**src/rtl/match_flow_ctl.sv**
```systemverilog
// Pong match sequencer: owns scores, serve direction, pre-serve countdown,
// post-point pause and game-over, and commands the ball controller.
module match_flow_ctl #(
    parameter int WIN_SCORE    = 3,
    parameter int SERVE_FRAMES = 60,
    parameter int POINT_FRAMES = 90
) (
    input  logic       pclk,
    input  logic       rst_n,
    input  logic       start,
    input  logic       abort,
    input  logic       frame_tick,
    input  logic       miss_left,
    input  logic       miss_right,
    output logic       ball_run,
    output logic       ball_center,
    output logic       serve_left,
    output logic [1:0] score_p1,
    output logic [1:0] score_p2,
    output logic [1:0] countdown,
    output logic       game_over,
    output logic       winner
);

    typedef enum logic [2:0] {
        ST_IDLE      = 3'd0,
        ST_COUNTDOWN = 3'd1,
        ST_RALLY     = 3'd2,
        ST_POINT     = 3'd3,
        ST_OVER      = 3'd4
    } state_t;

    localparam logic [7:0] SERVE_LIM = 8'(SERVE_FRAMES);
    localparam logic [7:0] POINT_LIM = 8'(POINT_FRAMES);
    localparam logic [1:0] WIN_LIM   = 2'(WIN_SCORE);

    function automatic logic [1:0] sat_inc(input logic [1:0] v);
        return (v == 2'd3) ? 2'd3 : v + 2'd1;
    endfunction

    state_t     state_r, state_s;
    logic       start_q_r;
    logic       armed_r;
    logic [7:0] frame_cnt_r, frame_cnt_s, cnt_inc_s;
    logic [1:0] p1_s, p2_s, p1_inc_s, p2_inc_s, cd_s;
    logic       serve_s, winner_s, start_rise_s;
    logic       ball_run_s, ball_center_s, game_over_s;

    // armed_r masks the first cycle after reset so a start held through release is not an edge
    assign start_rise_s = start & ~start_q_r & armed_r;
    assign cnt_inc_s    = frame_cnt_r + 8'd1;
    assign p1_inc_s     = sat_inc(score_p1);
    assign p2_inc_s     = sat_inc(score_p2);

    // Next-state and next-output decode; abort overrides every state
    always_comb begin
        state_s     = state_r;
        frame_cnt_s = frame_cnt_r;
        p1_s        = score_p1;
        p2_s        = score_p2;
        cd_s        = countdown;
        serve_s     = serve_left;
        winner_s    = winner;
        if (abort) begin
            state_s     = ST_IDLE;
            p1_s        = 2'd0;
            p2_s        = 2'd0;
            cd_s        = 2'd0;
            frame_cnt_s = 8'd0;
        end else begin
            case (state_r)
                ST_IDLE: begin
                    if (start_rise_s) begin
                        state_s     = ST_COUNTDOWN;
                        p1_s        = 2'd0;
                        p2_s        = 2'd0;
                        cd_s        = 2'd3;
                        frame_cnt_s = 8'd0;
                    end else begin
                        state_s = ST_IDLE;
                    end
                end
                ST_COUNTDOWN: begin
                    if (frame_tick) begin
                        if (cnt_inc_s == SERVE_LIM) begin
                            frame_cnt_s = 8'd0;
                            cd_s        = countdown - 2'd1;
                            if (countdown == 2'd1) begin
                                state_s = ST_RALLY;
                            end else begin
                                state_s = ST_COUNTDOWN;
                            end
                        end else begin
                            frame_cnt_s = cnt_inc_s;
                        end
                    end else begin
                        frame_cnt_s = frame_cnt_r;
                    end
                end
                ST_RALLY: begin
                    cd_s = 2'd0;
                    case ({miss_left, miss_right})
                        2'b10: begin
                            p2_s        = p2_inc_s;
                            serve_s     = 1'b1;
                            frame_cnt_s = 8'd0;
                            if (p2_inc_s == WIN_LIM) begin
                                state_s  = ST_OVER;
                                winner_s = 1'b1;
                            end else begin
                                state_s = ST_POINT;
                            end
                        end
                        2'b01: begin
                            p1_s        = p1_inc_s;
                            serve_s     = 1'b0;
                            frame_cnt_s = 8'd0;
                            if (p1_inc_s == WIN_LIM) begin
                                state_s  = ST_OVER;
                                winner_s = 1'b0;
                            end else begin
                                state_s = ST_POINT;
                            end
                        end
                        2'b11: begin
                            state_s     = ST_COUNTDOWN;
                            cd_s        = 2'd3;
                            frame_cnt_s = 8'd0;
                        end
                        default: begin
                            state_s = ST_RALLY;
                        end
                    endcase
                end
                ST_POINT: begin
                    if (frame_tick) begin
                        if (cnt_inc_s == POINT_LIM) begin
                            state_s     = ST_COUNTDOWN;
                            cd_s        = 2'd3;
                            frame_cnt_s = 8'd0;
                        end else begin
                            frame_cnt_s = cnt_inc_s;
                        end
                    end else begin
                        frame_cnt_s = frame_cnt_r;
                    end
                end
                ST_OVER: begin
                    if (start_rise_s) begin
                        state_s     = ST_COUNTDOWN;
                        p1_s        = 2'd0;
                        p2_s        = 2'd0;
                        serve_s     = 1'b1;
                        cd_s        = 2'd3;
                        frame_cnt_s = 8'd0;
                    end else begin
                        state_s = ST_OVER;
                    end
                end
                default: begin
                    state_s     = ST_IDLE;
                    cd_s        = 2'd0;
                    frame_cnt_s = 8'd0;
                end
            endcase
        end
        ball_run_s    = (state_s == ST_RALLY);
        ball_center_s = (state_s != ST_RALLY);
        game_over_s   = (state_s == ST_OVER);
    end

    // State, counters and all outputs registered together
    always_ff @(posedge pclk or negedge rst_n) begin
        if (!rst_n) begin
            state_r     <= ST_IDLE;
            start_q_r   <= 1'b0;
            armed_r     <= 1'b0;
            frame_cnt_r <= 8'd0;
            ball_run    <= 1'b0;
            ball_center <= 1'b1;
            serve_left  <= 1'b1;
            score_p1    <= 2'd0;
            score_p2    <= 2'd0;
            countdown   <= 2'd0;
            game_over   <= 1'b0;
            winner      <= 1'b0;
        end else begin
            state_r     <= state_s;
            start_q_r   <= start;
            armed_r     <= 1'b1;
            frame_cnt_r <= frame_cnt_s;
            ball_run    <= ball_run_s;
            ball_center <= ball_center_s;
            serve_left  <= serve_s;
            score_p1    <= p1_s;
            score_p2    <= p2_s;
            countdown   <= cd_s;
            game_over   <= game_over_s;
            winner      <= winner_s;
        end
    end

endmodule

```
**config.mk**
```make
export PLATFORM = sky130hd
export DESIGN_NAME = match_flow_ctl
export DESIGN_NICKNAME = d
export VERILOG_FILES = /design/src/rtl/match_flow_ctl.sv
export SDC_FILE = /design/constraint.sdc
export NUM_CORES = 1
export LEC_CHECK = 0
export ABC_AREA = 1
export CAP_MARGIN = 20
export CORE_ASPECT_RATIO = 0.8
export CORE_UTILIZATION = 45
export DETAILED_ROUTE_END_ITERATION = 7
export GPL_TIMING_DRIVEN = 0
export PLACE_DENSITY_LB_ADDON = 0.15
export SYNTH_ARGS = -nofsm -noshare
export SYNTH_HDL_FRONTEND = slang
export SYNTH_SLANG_ARGS = --single-unit
```
**constraint.sdc**
```tcl
create_clock -name pclk -period 2.7 [get_ports pclk]
set_clock_uncertainty 0.2 [all_clocks]
set_input_delay 0.54 -clock pclk [delete_from_list [all_inputs] [get_ports pclk]]
set_output_delay 0.54 -clock pclk [all_outputs]
set_load 0.03 [all_outputs]
```
=== Word-level counts from Yosys, hierarchy flattened ===
Cells that the tools add are included.

* Memories: 0
* Memory bits (read-only): 0
* Logic and storage cells: 104
* Bits in registers: 24
* Bits in latches: 0
* RAM bits: 0
* Input port bits: 7

* Div/mod/pow operators: 0
* Bitwise gates (word level): 4
* Muxes and demuxes: 43
* Eq/ne operators: 29
* Reductions and logical operators: 12
* Add/sub/neg operators: 4
* Shift-type cells: 0
* Multiply operators: 0
* $lt $le $gt $ge: 0

{| class="wikitable"
|+ Operators by type and width
! operator !! number
|-
| 2-to-1 mux 8 bit || 7
|-
| case mux 8 bit (4 select lines) || 1
|-
| 2-to-1 mux 2 bit || 15
|-
| 2-to-1 mux 3 bit || 8
|-
| inequality test 3 bit, second input constant || 6
|-
| case mux 3 bit (5 select lines) || 1
|-
| == test 2 bit, second input constant || 6
|-
| AND reduction 5 bit || 2
|-
| == test 3 x 2 -> 1 bit, second input constant || 3
|-
| inequality test 3 x 2 -> 1 bit, second input constant || 3
|-
| case mux 3 bit (3 select lines) || 1
|-
| adder 8 x 1 -> 8 bit, second input constant || 1
|-
| == test 8 x 6 -> 1 bit, second input constant || 1
|-
| == test 8 x 7 -> 1 bit, second input constant || 1
|-
| case mux 2 bit (2 select lines) || 2
|-
| case mux 2 bit (4 select lines) || 1
|-
| AND reduction 4 bit || 2
|-
| == test 3 bit, second input constant || 2
|-
| inequality test 2 bit, second input constant || 3
|-
| case mux 1 bit (2 select lines) || 3
|-
| AND reduction 3 bit || 2
|-
| adder 2 x 1 -> 2 bit, second input constant || 2
|-
| == test 2 x 1 -> 1 bit, second input constant || 2
|-
| 2-to-1 mux 1 bit || 4
|-
| 10 further kinds || 13
|}

=== Depth between registers and ports, before layout ===
* Word-level depth: 8
* Mapped depth: 11
* Gate-level depth less buffers: 11

=== Least setup slack after synthesis ===
OpenSTA, ideal clock, no wires.

* Kind: reg-to-reg
* Start: reg frame_cnt_r[0]
* End: reg frame_cnt_r[0]
* Cell stages (with the launch flop): 11
* Path slack: 0.978 ns
* Arrival: 1.404 ns
* Path through: dfrtp_1 > ha_1 > nand3_1 > o21ai_2 > nand2_2 > nor2_4 > nand2_2 > nand2_2 > nand2_4 > nand3b_1 > nand2_1

* Longest elaborated chain between the ends: 6
* Elaborated cells on any way between the ends: 9
* Those cells by class: add/sub: 1; eq/ne: 2; mux: 6

{| class="wikitable"
|+ Ends and longest elaborated chain
! element !! RTL line !! RTL
|-
| start, declared || 44 || <nowiki>logic [7:0] frame_cnt_r, frame_cnt_s, cnt_inc_s;</nowiki>
|-
| start signal, assigned || 191 || <nowiki>frame_cnt_r <= frame_cnt_s;</nowiki>
|-
| adder 8 x 1 -> 8 bit (*) || 51 || <nowiki>assign cnt_inc_s = frame_cnt_r + 8'd1;</nowiki>
|-
| == test 8 x 7 -> 1 bit / == test 8 x 6 -> 1 bit (equally long branches) || 137, 85 ||
|-
| 2-to-1 mux 8 bit, on equally long branches || 137, 85 ||
|-
| 2-to-1 mux 8 bit, on equally long branches || 136, 84 ||
|-
| case mux 8 bit (4 select lines) (*) || 71 || <nowiki>case (state_r)</nowiki>
|-
| 2-to-1 mux 8 bit (*) || 64 || <nowiki>if (abort) begin</nowiki>
|}

Every way passes the cells marked *; elsewhere a longest branch is shown, timed or not. The select of a mux whose other input is x is not followed.
A chain may end at the register's enable or synchronous reset.

=== Worst setup path after layout ===
* Start: reg serve_left
* End: out serve_left

{| class="wikitable"
|+ RTL lines
! element !! RTL line !! RTL
|-
| start, declared || 17 || <nowiki>output logic serve_left,</nowiki>
|-
| start signal, assigned || 194 || <nowiki>serve_left <= serve_s;</nowiki>
|}

No word-level cell between the ends.

==> results by group <==
Floorplan
  • Starting density of the core: between 40% and 50%
  • Row cnt: 18
  • Io pins: 18
  • Die height: roughly 55 um
  • Die area: between 3000 and 4000 um2
  • Die Width: about 68 um
  • Core region area: roughly 3200 um2

Global routing
  • Met1 Usage GRT: between 30% and 40%
  • Vias in the first global route: about 1,300
  • Most Used Layer, Global Route: met1
  • GRT overflow: 0
  • GR Util met3: around 5.2%
  • Routing usage on met2: 31.0%
  • GRT Total Usage: around 22%
  • First-pass GRT wire length: 5.92 mm
  • Largest net degree at the start of global routing: 25
  • Initial antenna violation count: 0

Power and ir drop
  • Comb power frac: approximately 23%
  • Clk pwr share: 27.2%
  • Switching power: 235 uW
  • Worst VDD drop: roughly 290 uV
  • Int Power: 552 uW
  • Sw Share: between 20 and 30%
  • Cell area power density: ~430 nW/um2
  • Part of the power in registers: 50.3%
  • Pleak: about 0.9 nW

Logic synthesis
  • Netlist cell types: 30
  • Mapped Nets: 220
  • Post-Syn Instances: 210
  • Syn Area/Cell: roughly 7.4 um2
  • Yosys warns: 0
  • FF+latch count, synth: 24
  • Seq/Total Area, Yosys: between 30% and 40%
  • Mapped Area: around 1600 um2

Detailed routing
  • First drt pass iteration count: 4
  • Vias: 1,379
  • Routed WL: 3.37 mm
  • Iter 0 DRT Violations: 66
  • DRC violations left: 0
  • Vias/cell: between 5 and 6
  • Final ANT Viol Nets: 0
  • WL/cell: 12.4 um

Place
  • Dpl cells: about 270
  • Hpwl dp: 2.61 mm
  • Post-Place Worst Slack: between 300 and 400 ps
  • RD Place Congestion: 0.873
  • Input/output buffers: 17

Cells and area
  • Util after Layout: 57.7%
  • Nets: 243
  • Ant diodes: 0
  • Synthesis-to-layout area growth: 18.1%
  • Proportion of layout cells with a drive suffix above 1: between 10% and 20%
  • Non-filler instance count after layout: about 270
  • Most frequent cells in the layout: nand2_1, nor2_1, inv_1, dfrtp_1, clkdlybuf4s50_1
  • Most frequent standard cell in the layout excluding fill and tap cells: nand2_1

STA
  • Fmax: roughly 450 MHz
  • Worst slew margin: about 64%
  • Slew Limit Fails: 0
  • Final worst-path cycle share: between 80% and 90%
  • Setup TNS: 0 ps
  • RSZ-0062 raised after global routing: no
  • Final hold violation count: 0
  • Worst slew pin tran: 545 ps
  • Min Tclk post-route: approximately 2200 ps
  • Setup violators final: 0
  • WHS: 302 ps
  • Worst setup margin: around 500 ps

Clock tree
  • Cells resized by post-CTS repair: 0
  • Postcts setup bufs: 0
  • Longest Clk Path Bufs: 2
  • CTS root buffer: clkbuf_8
  • CTS tree: yes
  • CTS H-tree depth: 1
  • CTS buffer count: 3
  • # hold bufs at CTS: 0
  • Worst skew pair latency: about 260 ps
  • Clock-pin transition on the worst setup and hold timing paths: roughly 80 ps
  • Clock Sinks: 24

Run
  • Max-cap violations: 0

Setup path
  • Crit path cell chain: clkdlybuf4s50_1
  • Worst EP required: about 2000 ps
  • Critical path class: reg2out
  • Flop-to-flop setup slack: approximately 720 ps
  • Slowest stage delay, CP: between 600 and 700 ps
  • Critical Path AT: 1460 ps
  • Cell family with most CP delay: buffers and inverters
  • CP Launch Type: flop
  • Worst path slowest cell: clkdlybuf4s50_1
  • CP Max Fanout: 2
  • Crit. End Element: output port
  • Worst path bufs/invs: 1

Run status
  • Status: complete, no violations

Min path
  • HP Class: reg2reg
## cell usage after synthesis, drive strengths merged
cell type / number / share of area, %
inv: 29 / 7.0
o21bai: 3 / 1.5
dfrtp: 22 / 35
nor3: 7 / 3.3
a31oi: 1 / 0.40
nand2: 58 / 16
buf: 1 / 0.48
a21boi: 2 / 0.97
o21ai: 13 / 4.4
nand3: 21 / 8.4
nor2: 30 / 9.0
ha: 3 / 2.4
conb: 1 / 0.24
dfstp: 2 / 3.4
a21oi: 7 / 2.3
nand4: 6 / 2.8
o21a: 1 / 0.48
nand3b: 3 / 1.5
## per-stage QoR
step           total power [mW]  area [um2]
3_3_place_gp              0.575        1770
2_1_floorplan             0.504        1550
3_5_place_dp              0.577        1770
5_1_grt                   0.837        1830
6_report                  0.787        1830
4_1_cts                   0.795        1820
## routing by layer
metal	wire length, um	vias up
met5	0	-
li1	-	730
met3	172	2
met4	13	0
met2	1310	27
met1	1870	620
## final timing paths
check,start,endpoint,cells after the start
max,serve_left,serve_left,1
min,serve_left,serve_left,2
max reg2reg,frame_cnt_r[0],frame_cnt_r[0],10
min reg2reg,serve_left,serve_left,2
max in group asynchronous,rst_n,score_p2[1],2
min in group asynchronous,rst_n,frame_cnt_r[6],1
## registers in the layout (all words and copies together) (netlist names)
register and flops:
state_r 3, armed_r 1, winner 1, frame_cnt_r 8
countdown 2, start_q_r 1, serve_left 1, ball_run 1
score_p2 2, ball_center 1, score_p1 2, game_over 1
## cell type report
class,count,area [um2]
multi-input combinational,156,832
buffer,1,7.51
fill,308,1340
inverter,29,109
tap,40,50.0
clock buffer,4,45.0
sequential,24,603
timing repair buffer,18,185
## worst reg2reg max path: cells and delay by family, from the launching register on
family          cells  cell delay [ps]
compound gates      1              160
fa+ha+maj           1              260
flops               1              460
simple gates        8              790
## kinds of logic (layout without fill, tap and decap cells)
logic type                 after synthesis  count (layout)  share of synthesized area, %
and+or+nand+nor                        125             125                          41.0
DFF                                     24              24                          38.9
AOI/OAI and AO/OA                       27              27                          10.0
buffers and inverters                   30              52                          7.50
other                                    1               1                         0.242
adders and majority gates                3               3                          2.42
## power by group through the flow
stage / clock [mW] / sequential (mW) / combinational (mW)
5_1_grt: 0.241 / 0.399 / 0.197
3_5_place_dp: 0 / 0.402 / 0.174
4_1_cts: 0.224 / 0.396 / 0.175
2_1_floorplan: 0 / 0.434 / 0.0696
6_report: 0.214 / 0.396 / 0.177
3_3_place_gp: 0 / 0.402 / 0.173
(Power assumes the default switching activity.)
